[src/rtl/sram_macro_ctrl.sv]
// rtl/sram_macro_ctrl.sv - valid/ready front end for a single-port SRAM macro
// Drives active-low macro pins and buffers 1-cycle-latency read data in a credit-checked FIFO.
module sram_macro_ctrl #(
  parameter int         WIDTH      = 64,
  parameter int         ADDR_WIDTH = 9,
  parameter int         DEPTH      = 2,
  parameter logic [1:0] RTSEL_VAL  = 2'b01,
  parameter logic [1:0] WTSEL_VAL  = 2'b01
) (
  input  logic                  clk,
  input  logic                  rst_n,
  input  logic                  req_valid,
  output logic                  req_ready,
  input  logic                  req_write,
  input  logic [ADDR_WIDTH-1:0] req_addr,
  input  logic [WIDTH-1:0]      req_wdata,
  input  logic [WIDTH/8-1:0]    req_wmask,
  output logic                  rd_valid,
  input  logic                  rd_ready,
  output logic [WIDTH-1:0]      rd_data,
  output logic                  sram_ceb,
  output logic                  sram_web,
  output logic [ADDR_WIDTH-1:0] sram_a,
  output logic [WIDTH-1:0]      sram_d,
  output logic [WIDTH-1:0]      sram_bweb,
  input  logic [WIDTH-1:0]      sram_q,
  output logic [1:0]            sram_rtsel,
  output logic [1:0]            sram_wtsel
);

  localparam int PW  = (DEPTH > 1) ? $clog2(DEPTH) : 1;
  localparam int CW  = $clog2(DEPTH + 1);
  localparam int OW  = CW + 1;

  logic [WIDTH-1:0] r_mem [DEPTH];
  logic [PW-1:0]    r_wptr;
  logic [PW-1:0]    r_rptr;
  logic [CW-1:0]    r_count;
  logic             r_inflight;

  logic          w_pop;
  logic          w_push;
  logic          w_acc;
  logic          w_rd_acc;
  logic          w_wr_acc;
  logic [OW-1:0] w_occ;

  function automatic logic [PW-1:0] ptr_inc(input logic [PW-1:0] p);
    return (p == PW'(DEPTH - 1)) ? '0 : p + PW'(1);
  endfunction

  assign rd_valid = (r_count != '0);
  assign rd_data  = r_mem[r_rptr];
  assign w_pop    = rd_valid && rd_ready;
  assign w_push   = r_inflight;

  // Credits: a read may issue only if the slot it will land in is guaranteed free,
  // counting the entry leaving this cycle.
  assign w_occ     = {1'b0, r_count} + OW'(r_inflight) - OW'(w_pop);
  assign req_ready = req_write || (w_occ < OW'(DEPTH));

  assign w_acc    = req_valid && req_ready;
  assign w_rd_acc = w_acc && !req_write;
  assign w_wr_acc = w_acc && req_write && rst_n;

  assign sram_ceb   = ~(w_acc && rst_n);
  assign sram_web   = ~w_wr_acc;
  assign sram_a     = req_addr;
  assign sram_d     = req_wdata;
  assign sram_rtsel = RTSEL_VAL;
  assign sram_wtsel = WTSEL_VAL;

  for (genvar b = 0; b < WIDTH / 8; b++) begin : g_bweb
    assign sram_bweb[8*b +: 8] = {8{~(w_wr_acc && req_wmask[b])}};
  end

  always_ff @(posedge clk or negedge rst_n) begin
    if (!rst_n) begin
      r_inflight <= 1'b0;
      r_count    <= '0;
      r_wptr     <= '0;
      r_rptr     <= '0;
      for (int i = 0; i < DEPTH; i++) begin
        r_mem[i] <= '0;
      end
    end else begin
      r_inflight <= w_rd_acc;
      if (w_push) begin
        r_mem[r_wptr] <= sram_q;
        r_wptr        <= ptr_inc(r_wptr);
      end
      if (w_pop) begin
        r_rptr <= ptr_inc(r_rptr);
      end
      if (w_push && !w_pop) begin
        r_count <= r_count + CW'(1);
      end else if (!w_push && w_pop) begin
        r_count <= r_count - CW'(1);
      end
    end
  end

endmodule
[config.mk]
export PLATFORM = sky130hd
export DESIGN_NAME = sram_macro_ctrl
export DESIGN_NICKNAME = d
export VERILOG_FILES = /design/src/rtl/sram_macro_ctrl.sv
export SDC_FILE = /design/constraint.sdc
export NUM_CORES = 1
export LEC_CHECK = 0
export CORE_AREA = 2 2 138 140
export DETAILED_ROUTE_END_ITERATION = 8
export DIE_AREA = 0 0 140 142
export PLACE_DENSITY = 0.81
export SLEW_MARGIN = 20
export SYNTH_ARGS = -nofsm -noshare
export SYNTH_HDL_FRONTEND = slang
export SYNTH_SLANG_ARGS = --single-unit
[constraint.sdc]
create_clock -name clk -period 6.35 [get_ports clk]
set_clock_uncertainty 0.2 [all_clocks]
set_input_delay 1.905 -clock clk [delete_from_list [all_inputs] [get_ports clk]]
set_output_delay 1.905 -clock clk [all_outputs]
set_load 0.01 [all_outputs]
==> reports/results.txt, run 1 <==
RePlAce Congestion: 0.7869
Hold Crit Class: reg2reg
Num CTS Buffers: 17
Rows: 50
Routed len/inst: 18.37 um
Max Fanout on Critical Path: 2
Crit end category: primary output
Layout cells sized above 1: 37.89%
Clk pin slew, worst setup/hold paths: 0.06 ns
DP Area: 8164 um^2
Final cell utilization of the core: 47.52%
TNS Setup: 0 ns
Number of synthesized flops with an enable pin: 0
WS Path Type: in2out
Antenna diodes: 0
Slew headroom: 30.39%
Final setup viols: 0
CP Data Arrival Time: 3.84 ns
Nets: 747
DRT Wirelength: 15450 um
Die width: 140 um
Worst EP required: 4.24 ns
GR Util met1: 15.88%
Netlist Area Pre-Place: 6932 um^2
Synth area leaders: dfrtp_1, mux2_2, buf_4
ANT nets after route: 0
Slew Viols, Final: 0
Synth top area share: 48.01%
Final instance area: 8770 um^2
Status: finished, violations left
# DRC: 21
CTS sink cnt: 133
Most common cell after layout, fill and taps aside: clkdlybuf4s50_1
Async SR Flop Fraction: 100.0%
Port buffer count: 208
GRT met2 Usage: 28.75%
H-tree levels: 4
Synth unique cells: 25
GR Util met3: 5.855%
Least-Margin Pin Slew: 1.044 ns
Fmax: 0.1682 GHz
I/O Pins: 359
Leakage power: 3.683 nW
Worst skew pair latency: 0.42 ns
Initial core utilization: 37.56%
Final hold viol count: 0
Synth-to-layout area growth: 26.52%
Total grt overflow: 0
Drt pass-1 iters: 8
Clk buf depth: 2
Critical Path Start Type: input pin
Tmin final: 5.946 ns
Die H: 142 um
Peak VDD IR: 0.2543 mV
Vias/cell: 4.771
Iter 0 DRT Violations: 167
Gr usage total: 15.64%
Most frequent cells in the layout: clkdlybuf4s50_1, mux2_2, dfrtp_1, clkbuf_16, nand2_1
Global route hottest layer: met2
CTS tree: built
Average cell area after synthesis: 13.54 um^2
PD cells: 516.3 nW/um^2
Seq/Total Area, Yosys: 48.01%
Synth Instances: 512
Initial antenna violation count: 0
Vias in the first global route: 4662
Dpl hpwl: 10580 um
Largest net degree at the start of global routing: 76
Fin crit share: 93.64%
Area leader, netlist: dfrtp_1
Via Count: 4012
Failing checks: DRC
Most common flop cell mapped by yosys: dfrtp_1
Max-cap viol count: 0
Core ar.: 18460 um^2
Root buffer cell: clkbuf_16
Synthesized flop and latch total: 133
DIE AREA: 19880 um^2
RSZ-0062 raised after global routing: no
Global-route wire length before repair: 24090 um
Synth warnings: 0
Post-CTS Setup Bufs: 0
==> final timing paths <==
kind / start / endpoint / slack (ns) / depth (start not counted)
setup / recovery: rd_ready / sram_ceb / 0.40 / 9
hold / removal: r_mem[74] / r_mem[74] / 0.29 / 1
setup reg to reg: r_count[0] / r_inflight / 3.92 / 7
hold reg to reg: r_mem[74] / r_mem[74] / 0.29 / 1
max in group asynchronous: rst_n / r_mem[51] / 3.08 / 3
min in group asynchronous: rst_n / r_mem[41] / 1.42 / 2
==> cells by family (layout without fill, tap and decap cells) <==
| logic type | after synthesis | in the layout | synth area share [%] |
|---|---|---|---|
| multiplexers | 192 | 192 | 31.46 |
| buffers and inverters | 158 | 251 | 17.44 |
| flip-flops | 133 | 133 | 48.01 |
| AND/OR/NAND/NOR | 17 | 17 | 1.462 |
| XOR/XNOR | 6 | 6 | 0.7581 |
| adder cells (fa/ha/maj) | 3 | 3 | 0.6498 |
| other | 2 | 4 | 0.1083 |
| AO/OA/AOI/OAI | 1 | 1 | 0.1083 |
==> final cells by class <==
type                       instances  area (um^2)
clock buffer                      18        439.2
fill                            1580         9686
inverter                           5        18.77
timing repair buffer             214         2146
tap                              234        292.8
sequential                       133         3329
multi-input combinational        223         2402
clock inverter                    14        141.4
==> metrics by stage <==
step / instances / hold WS [ns] / setup WS, ns / total power [mW]
2_1_floorplan: 514 / 0.2541 / 0.8809 / 2.744
3_3_place_gp: 808 / 0.2644 / 0.08765 / 3.485
5_1_grt: 841 / 0.2971 / 0.2055 / 4.798
3_5_place_dp: 808 / 0.2756 / 0.04772 / 3.597
4_1_cts: 840 / 0.2900 / 0.03942 / 4.591
6_report: 841 / 0.2886 / 0.4037 / 4.528
==> registers in the layout, summed over array words and instances (netlist names) <==
name,flops
r_count,2
r_inflight,1
r_mem,128
r_rptr,1
r_wptr,1
==> cell usage after synthesis (2+ instances only) <==
cell type	instances
inv_1	5
conb_1	2
clkbuf_8	7
mux2_1	5
mux2_2	182
mux2_4	5
xor2_1	2
buf_4	133
dfrtp_1	133
ha_1	2
buf_2	7
buf_6	5
xnor2_1	4
nand2_1	9
==> report_power, final <==
part           internal (mW)  switching [mW]  total, mW
logic                   1.30           0.711       2.01
clock network          0.561           0.404      0.965
registers               1.28           0.274       1.55
total                   3.14            1.39       4.53
==> worst max-delay path: stages <==
cell	delay (ns)
clkdlybuf4s50_1	0.40
nand2_1	0.08
inv_1	0.05
ha_1	0.29
nor2b_1	0.17
fa_1	0.46
o21bai_1	0.19
nand3_1	0.09
dlymetal6s2s_1	0.21
==> per-layer routing <==
layer	vias up	wire length, um
met5	-	0
met4	0	321
met3	25	1156
met2	211	8289
met1	2008	5682
li1	1768	-
==> what timing repair did <==
action                                  CTS  global route
endpoints found under the setup margin    0             2
hold buffers                              0             0
hold endpoints to repair                  0             0
gates resized for setup                   0             2
No activity file was read; power rests on OpenSTA's default activity.
==> run 2, diff against run 1 <==
--- a/config.mk
+++ b/config.mk
@@ -6,9 +6,11 @@
 export NUM_CORES = 1
 export LEC_CHECK = 0
 export CORE_AREA = 2 2 138 140
+export CTS_CLUSTER_SIZE = 28
 export DETAILED_ROUTE_END_ITERATION = 8
 export DIE_AREA = 0 0 140 142
 export PLACE_DENSITY = 0.81
+export RECOVER_POWER = 100
 export SLEW_MARGIN = 20
 export SYNTH_ARGS = -nofsm -noshare
 export SYNTH_HDL_FRONTEND = slang
==> run 2 against run 1 <==
Cell area fell by 0.43%. The run ends with DRC, capacitance limit, slew limit left. Combinational power fell by 7%. Hold slack barely moved. Largest cell class unchanged. Final cell count did not move.
==> reports/results.txt, run 2 (synthesis gave the netlist of run 1 again) <==
Status: finished, violations left
Failing checks: DRC, capacitance limit, slew limit
Max stage delay on crit path: 0.46 ns (about the same)
Tmin final: 5.944 ns (-0.002489 ns)
Setup slack, reg-to-reg: 3.92 ns (about the same)
Setup ws final: 0.4062 ns (+0.002489 ns)
Global-route wire length before repair: 24090 um (unchanged)
Worst EP required: 4.24 ns (about the same)
CTS tree: built
Cell family with most CP delay: adder cells
R2R Path Start: r_count[0]
TNS Setup: 0 ns (unchanged)
Dpl hpwl: 10580 um (unchanged)
Crit end category: primary output
Critical path startpoint: rd_ready
CTS sink cnt: 133 (unchanged)
Vias/cell: 4.772 (about the same)
Rows: 50 (unchanged)
Worst Reg-to-Reg Cells: 7 (unchanged)
Least-Margin Pin Slew: 1.897 ns (+0.8530 ns)
WS Path Type: in2out
Drt pass-1 iters: 8 (unchanged)
Hold Crit Class: reg2reg
DRT Wirelength: 15370 um (-0.52%)
Largest register FFs: 128 (unchanged)
Via Count: 4013 (+0.025%)
# DRC: 21 (unchanged)
Die H: 142 um (unchanged)
Total grt overflow: 0 (unchanged)
Final setup viols: 0 (unchanged)
Nets: 747 (unchanged)
Fmax: 0.1682 GHz (about the same)
Core ar.: 18460 um^2 (unchanged)
Crit path capture: sram_ceb
CP bufs+invs: 3 (unchanged)
Die width: 140 um (unchanged)
Clk buf depth: 2 (unchanged)
Clk pin slew, worst setup/hold paths: 0.06 ns (about the same)
PD cells: 502.2 nW/um^2 (-2.7%)
CP Cell Sequence: clkdlybuf4s50_1 -> nand2_1 -> inv_1 -> ha_1 -> nor2b_1 -> fa_1 -> o21bai_1 -> nand3_1 -> dlymetal6s2s_1
Slew Viols, Final: 118 (+118)
CP Data Arrival Time: 3.84 ns (about the same)
Slowest-stage cell, CP: fa_1
Max-cap viol count: 2 (+2)
Biggest regs: r_mem: 128 flops, r_count: 2 flops
Layout cells sized above 1: 35.75% (-2.1 points)
RSZ-0062 raised after global routing: no
Cts hold-fix bufs: 0 (unchanged)
DIE AREA: 19880 um^2 (unchanged)
Max Fanout on Critical Path: 2 (unchanged)
Iter 0 DRT Violations: 163 (-2.4%)
Slew headroom: -26.47% (-57 points)
Final instance area: 8732 um^2 (-0.43%)
Initial core utilization: 37.56% (unchanged)
Antenna diodes: 0 (unchanged)
R2R Path End: r_inflight
Post-CTS Setup Bufs: 0 (unchanged)
Reg with most FFs: r_mem
Post_cts resized: 0 (unchanged)
DP Area: 8164 um^2 (unchanged)
Largest net degree at the start of global routing: 76 (unchanged)
Final hold viol count: 0 (unchanged)
Num CTS Buffers: 17 (unchanged)
ANT nets after route: 0 (unchanged)
Critical Path Start Type: input pin
Gr usage total: 15.64% (unchanged)
Worst skew pair latency: 0.42 ns (about the same)
H-tree levels: 4 (unchanged)
Routed len/inst: 18.27 um (-0.52%)
Placement Setup Slack: 0.04772 ns (unchanged)
Fin crit share: 93.60% (about the same)
Port buffer count: 208 (unchanged)
Peak VDD IR: 0.2397 mV (-5.7%)
Crit path depth: 9 (unchanged)
I/O Pins: 359 (unchanged)
Vias in the first global route: 4662 (unchanged)
Initial antenna violation count: 0 (unchanged)
Leakage power: 3.550 nW (-3.6%)
Most common cell after layout, fill and taps aside: dlygate4sd3_1
Root buffer cell: clkbuf_16
Synth-to-layout area growth: 25.97%
RePlAce Congestion: 0.7869 (unchanged)
Fillers: 1586 (+0.38%)
Worst Hold Launch: r_mem[103]
Most frequent cells in the layout: dlygate4sd3_1, mux2_2, dfrtp_1, clkdlybuf4s50_1, clkbuf_16
-- run 2: power breakdown --
part / switching, mW / total [mW] / internal [mW]
sequential: 0.273 / 1.55 / 1.28
combinational: 0.699 / 1.87 / 1.17
clock: 0.404 / 0.965 / 0.561
-- run 2: worst min path at each step --
stage                       endpoint  cells after the start  slack (ns)
after global placement     r_mem[76]                      1        0.26
after global routing      r_mem[103]                      1        0.30
after detailed placement   r_mem[74]                      1        0.28
after CTS                  r_mem[74]                      1        0.29
after floorplan           r_mem[103]                      1        0.25
final                     r_mem[103]                      1        0.29
-- run 2: metal layers --
layer / global-route usage (%) / share of wire, % / vias to the layer above
li1: - / - / 1764
met5: 0 / 0 / -
met3: 5.855 / 7.7 / 25
met2: 28.75 / 54 / 211
met1: 15.88 / 36 / 2013
met4: 6.911 / 2.1 / 0
-- run 2: through the flow --
step / total power [mW] / std cells / utilization (%) / hold slack [ns]
floorplan: 2.744 / 514 / - / 0.2541
global placement: 3.485 / 808 / 44.24 / 0.2644
detailed placement: 3.597 / 808 / 44.24 / 0.2756
CTS: 4.591 / 840 / 47.38 / 0.2900
global route: 4.658 / 841 / 47.32 / 0.2971
finish: 4.385 / 841 / 47.32 / 0.2889
-- run 2: cell type report --
type / instances / area, um^2 / share of cell area, %
Inverter: 5 / 18.77 / 0.2149
Clock inverter: 14 / 141.4 / 1.619
Multi-Input combinational cell: 223 / 2395 / 27.43
Clock buffer: 18 / 439.2 / 5.029
Timing Repair Buffer: 214 / 2117 / 24.24
Tap cell: 234 / 292.8 / 3.353
Sequential cell: 133 / 3328 / 38.11
